`src/rtl/mac_dot_sequencer.sv`:
```
`default_nettype none
// ============================================================================
// Module   : mac_dot_sequencer
// Purpose  : Initiator-side front end for a signed MAC datapath. Buffers a
//            vector of signed operand pairs, clears the MAC, streams the pairs
//            one per cycle, waits out the MAC pipeline, and returns the
//            captured dot product on a valid/ready stream.
// Ports    : clk, rst                  - clock, synchronous active-high reset
//            in_valid/in_ready/in_a/in_b/in_last - operand-pair input stream
//            mac_clr, mac_a, mac_b     - drive to MAC (mac_clr = MAC reset)
//            mac_result                - MAC accumulator value
//            out_valid/out_ready/out_data/out_count - result stream
//            busy                      - high whenever not in LOAD
//            chk_err                   - sticky shadow-check error
//                                        (only with MAC_SEQ_CHECK_EN defined)
// Options  : MAC_SEQ_CHECK_EN - adds shadow accumulator and chk_err output.
// Revision : 1.0 - initial release
// ============================================================================
module mac_dot_sequencer #(
  parameter int WIDTH   = 8,
  parameter int DEPTH   = 8,
  parameter int MAC_LAT = 2
) (
  input  logic                         clk,
  input  logic                         rst,
  input  logic                         in_valid,
  output logic                         in_ready,
  input  logic [WIDTH-1:0]             in_a,
  input  logic [WIDTH-1:0]             in_b,
  input  logic                         in_last,
  output logic                         mac_clr,
  output logic [WIDTH-1:0]             mac_a,
  output logic [WIDTH-1:0]             mac_b,
  input  logic [2*WIDTH-1:0]           mac_result,
  output logic                         out_valid,
  input  logic                         out_ready,
  output logic [2*WIDTH-1:0]           out_data,
  output logic [$clog2(DEPTH+1)-1:0]   out_count,
`ifdef MAC_SEQ_CHECK_EN
  output logic                         chk_err,
`endif
  output logic                         busy
);

  localparam int CW = $clog2(DEPTH+1);
  localparam int IW = (DEPTH > 1) ? $clog2(DEPTH) : 1;
  localparam int DW = (MAC_LAT > 1) ? $clog2(MAC_LAT+1) : 1;

  typedef enum logic [2:0] {
    S_LOAD  = 3'd0,
    S_CLEAR = 3'd1,
    S_ISSUE = 3'd2,
    S_DRAIN = 3'd3,
    S_DONE  = 3'd4
  } state_t;

  state_t            state;
  logic [CW-1:0]     count;      // pairs held in the buffer
  logic [CW-1:0]     idx;        // next buffer slot to issue
  logic [DW-1:0]     drain_cnt;
  logic [WIDTH-1:0]  mem_a [DEPTH];
  logic [WIDTH-1:0]  mem_b [DEPTH];

  assign in_ready = (state == S_LOAD);
  assign busy     = (state != S_LOAD);
  // Combinational so the MAC is held clear for the whole reset as well.
  assign mac_clr  = rst || (state == S_CLEAR);

  always_ff @(posedge clk) begin
    if (rst) begin
      state     <= S_LOAD;
      count     <= '0;
      idx       <= '0;
      drain_cnt <= '0;
      out_valid <= 1'b0;
      out_data  <= '0;
      out_count <= '0;
      mac_a     <= '0;
      mac_b     <= '0;
    end else begin
      case (state)
        S_LOAD: begin
          if (in_valid) begin
            mem_a[count[IW-1:0]] <= in_a;
            mem_b[count[IW-1:0]] <= in_b;
            count <= count + 1'b1;
            // A full buffer terminates the vector even without in_last.
            if (in_last || (count == CW'(DEPTH-1)))
              state <= S_CLEAR;
          end
        end
        S_CLEAR: begin
          // mac_a/mac_b are registered: preload slot 0 for ISSUE cycle 0.
          mac_a <= mem_a[0];
          mac_b <= mem_b[0];
          idx   <= CW'(1);
          state <= S_ISSUE;
        end
        S_ISSUE: begin
          if (idx == count) begin
            mac_a     <= '0;
            mac_b     <= '0;
            drain_cnt <= '0;
            state     <= S_DRAIN;
          end else begin
            mac_a <= mem_a[idx[IW-1:0]];
            mac_b <= mem_b[idx[IW-1:0]];
            idx   <= idx + 1'b1;
          end
        end
        S_DRAIN: begin
          if (drain_cnt == DW'(MAC_LAT-1)) begin
            out_data  <= mac_result;
            out_count <= count;
            out_valid <= 1'b1;
            state     <= S_DONE;
          end else begin
            drain_cnt <= drain_cnt + 1'b1;
          end
        end
        S_DONE: begin
          if (out_ready) begin
            out_valid <= 1'b0;
            count     <= '0;
            state     <= S_LOAD;
          end
        end
        default: state <= S_LOAD;
      endcase
    end
  end

`ifdef MAC_SEQ_CHECK_EN
  // Shadow sum of the pairs actually presented to the MAC during ISSUE.
  logic signed [2*WIDTH-1:0] shadow_prod;
  logic        [2*WIDTH-1:0] shadow_acc;

  assign shadow_prod = $signed(mac_a) * $signed(mac_b);

  always_ff @(posedge clk) begin
    if (rst) begin
      shadow_acc <= '0;
      chk_err    <= 1'b0;
    end else begin
      if (state == S_CLEAR)
        shadow_acc <= '0;
      else if (state == S_ISSUE)
        shadow_acc <= shadow_acc + shadow_prod;
      if ((state == S_DRAIN) && (drain_cnt == DW'(MAC_LAT-1)) &&
          (shadow_acc != mac_result))
        chk_err <= 1'b1;
    end
  end
`endif

endmodule
`default_nettype wire

```
`config.mk`:
```
export PLATFORM = sky130hd
export DESIGN_NAME = mac_dot_sequencer
export DESIGN_NICKNAME = d
export VERILOG_FILES = /design/src/rtl/mac_dot_sequencer.sv
export SDC_FILE = /design/constraint.sdc
export NUM_CORES = 1
export LEC_CHECK = 0
export ABC_AREA = 1
export BUFFER_PORTS_ARGS = -buffer_cell sky130_fd_sc_hd__buf_2
export CAP_MARGIN = 20
export CORE_UTILIZATION = 45
export DETAILED_ROUTE_END_ITERATION = 8
export PLACE_DENSITY = 0.66
export SYNTH_ARGS = -nofsm -noshare
export SYNTH_HDL_FRONTEND = slang
export SYNTH_SLANG_ARGS = --single-unit
```
`constraint.sdc`:
```
create_clock -name clk -period 2.8 [get_ports clk]
set_clock_uncertainty 0.15 [all_clocks]
set_input_delay 0.56 -clock clk [delete_from_list [all_inputs] [get_ports clk]]
set_output_delay 0.56 -clock clk [all_outputs]
set_load 0.005 [all_outputs]
```
==> results.cfg <==
[timing]
grt_setup_unrepaired = no
period_share_pct = 75.71
post-route-min-period_ns = 2.120
tns_ns = 0
fmax_mhz = 471.7
worstMarginPinSlew_ns = 0.6857
final_max_slew_viol_count = 0
setup_viol = 0
timing.final.ws_setup_ns = 0.6800
finalHoldViolations = 0
whs_ns = 0.2355
relSlewSlack_pct = 54.17

[critical_path]
path_max_fanout = 16
reg2reg_slack_ns = 0.68
path_class = flip-flop to flip-flop
endpoint_kind = flip-flop
arrival_ns = 2.09
r2r-start = state[0]
critPathRequiredTime_ns = 2.77
start_kind = flip-flop
reg2reg_depth = 8
r2r_end = mem_b[1][6]

[power]
swShare_pct = 31.97
cellPowerDensity_nw_per_um2 = 864.9
vdd_drop_max_mv = 0.6128
p_int_mw = 4.962
p_sw_mw = 2.332
clock_power_share_pct = 32.4
p_leak_nw = 2.982
combPwrFrac_pct = 22.7
pwr-share-seq_pct = 44.8
p_total_mw = 7.295

[run_status]
status = completed

[global_route]
grt_max_degree = 38
grt_pass1_vias = 5016
grt_pass1_wl_mm = 26.98
antenna_found_initial = 0
grtUsageTotal_pct = 22.02
overflow = 0

[finish]
areaGrowthSynthToFinish_pct = 17.03
fin_util_pct = 54.67
filler_cell_count = 1353
mostFrequentLayoutCells = edfxtp_1 (128), nor2_1 (98), o21ai_0 (90)
final_common_cell = edfxtp_1
diodes = 0
final_design_area_no_fill_um2 = 8434
final_nets = 777
stdcell_count = 961
drive_gt1_share_pct = 20.00

[synth]
synth_area_um2 = 7207
synthCells = 662
yosysWarnings = 0
ys_seq_area_share_pct = 68.06
yosysUniqueCellTypes = 27
ys_seq_elements = 181
syn_area_per_cell_um2 = 10.89
synth_fp_nets = 702

[min_path]
hp-class = input port to flip-flop
hold_end = out_data[12]
hold_start = mac_result[12]
min_path_cells = 3

[cts]
cts_tree = yes
cts_max_level = 4
cts.path.max_buffers = 2
insertion_delay_ns = 0.44
ctsHoldBuffers = 0
cts-resized-gates = 0
cts_made_buffers = 17
cts_setup_buffers = 0
cts_sinks = 181
path_clk_slew_ns = 0.07
clockRootBuffer = clkbuf_16

[placed_design]
gp_congestion = 0.8324
dp_hpwl_mm = 11.26
numPortBuffers = 76
dp_slack_ns = 0.6981
place_area_um2 = 7851
dp_cells = 929

[routing]
totalWireLength_mm = 17.29
wire_per_inst_um = 17.99
ant_nets = 0
drc = 0
vias = 5277
via_per_inst = 5.491
dr.pass1.iters = 5
drt_first_iter_violations = 429

[floorplanning]
initial_core_util_pct = 46.72
core_area_um2 = 15430
dieArea_um2 = 16530
die_width_um = 128.6
num_rows = 45
num_io_pins = 77
die_y_um = 128.6

[job]
max_cap_viol_count = 0
[synth_stat cells (all sizes together)]
master | number | share of area (%)
a21oi | 49 | 3.4
dfxtp | 53 | 15
o211ai | 30 | 3.1
nor2 | 100 | 5.4
buf | 14 | 1.2
o21bai | 1 | 0.10
nand3 | 49 | 3.5
nand2 | 76 | 4.2
edfxtp | 128 | 53
ha | 3 | 0.52
nor3 | 13 | 0.90
o21ai | 95 | 6.6
xor2 | 2 | 0.24
nand4 | 2 | 0.17
nand3b | 1 | 0.10
inv | 21 | 1.2
clkbuf | 25 | 1.4
[critical path: stages (launching register included)]
cell and delay [ns]:
dfxtp_1 0.38, nor2_4 0.16, nand2_1 0.09, inv_2 0.08
nand2_1 0.11, nor2_1 0.17, nand2_1 0.20, nor3_2 0.18
buf_4 0.27
[registers in the layout (all words and copies together) (netlist names), named ones only]
| register | cells |
|---|---|
| mem_a | 64 |
| out_valid | 1 |
| mem_b | 64 |
| out_data | 16 |
| drain_cnt | 2 |
| mac_a | 8 |
| idx | 4 |
| out_count | 4 |
| mac_b | 8 |
| count | 4 |
| state | 3 |
[worst max path at each step]
stage,slack [ns],depth (start not counted),start,end
after floorplan,0.13,7,state[2],mem_a[5][0]
after global placement,0.74,5,rst,mem_b[2][3]
after detailed placement,0.70,5,rst,mem_a[0][0]
after CTS,0.69,8,state[0],mem_b[1][0]
after global routing,0.53,8,state[2],mem_a[0][1]
final,0.68,8,state[0],mem_b[1][6]
[metal layers]
metal | track usage (%) | part of all wire, % | up-vias | wire [um]
met5 | 0 | 0 | - | 0
met4 | 10.73 | 3.3 | 0 | 569
met3 | 4.324 | 5.5 | 42 | 956
met2 | 37.01 | 50 | 176 | 8715
met1 | 27.31 | 41 | 2556 | 7044
li1 | - | - | 2503 | -
[power groups by stage]
stage	sequential [mW]	combinational (mW)	clock, mW
global placement	3.32	1.61	0
detailed placement	3.33	1.65	0
floorplan	3.28	1.09	0
global route	3.30	1.85	2.50
CTS	3.28	1.66	2.39
finish	3.27	1.66	2.37
[cell families after synthesis]
| logic type | after synthesis | synth area share (%) |
|---|---|---|
| xor gates and xnor gates | 2 | 0.2431 |
| AOI/OAI and AO/OA | 175 | 13.23 |
| adders and majority gates | 3 | 0.5209 |
| buffers and inverters | 60 | 3.715 |
| and+or+nand+nor | 241 | 14.24 |
| DFF | 181 | 68.06 |
[cell type report]
| cell class | instances | area (um^2) | share of cell area [%] |
|---|---|---|---|
| sequential | 181 | 4906 | 58.17 |
| multi-input combinational | 421 | 2074 | 24.60 |
| inverter | 21 | 83.83 | 0.9939 |
| clock buffer | 20 | 436.7 | 5.177 |
| tap | 211 | 264.0 | 3.130 |
| timing repair buffer | 95 | 523.0 | 6.201 |
| clock inverter | 12 | 146.4 | 1.736 |
Power figures use the tool's default switching activity.
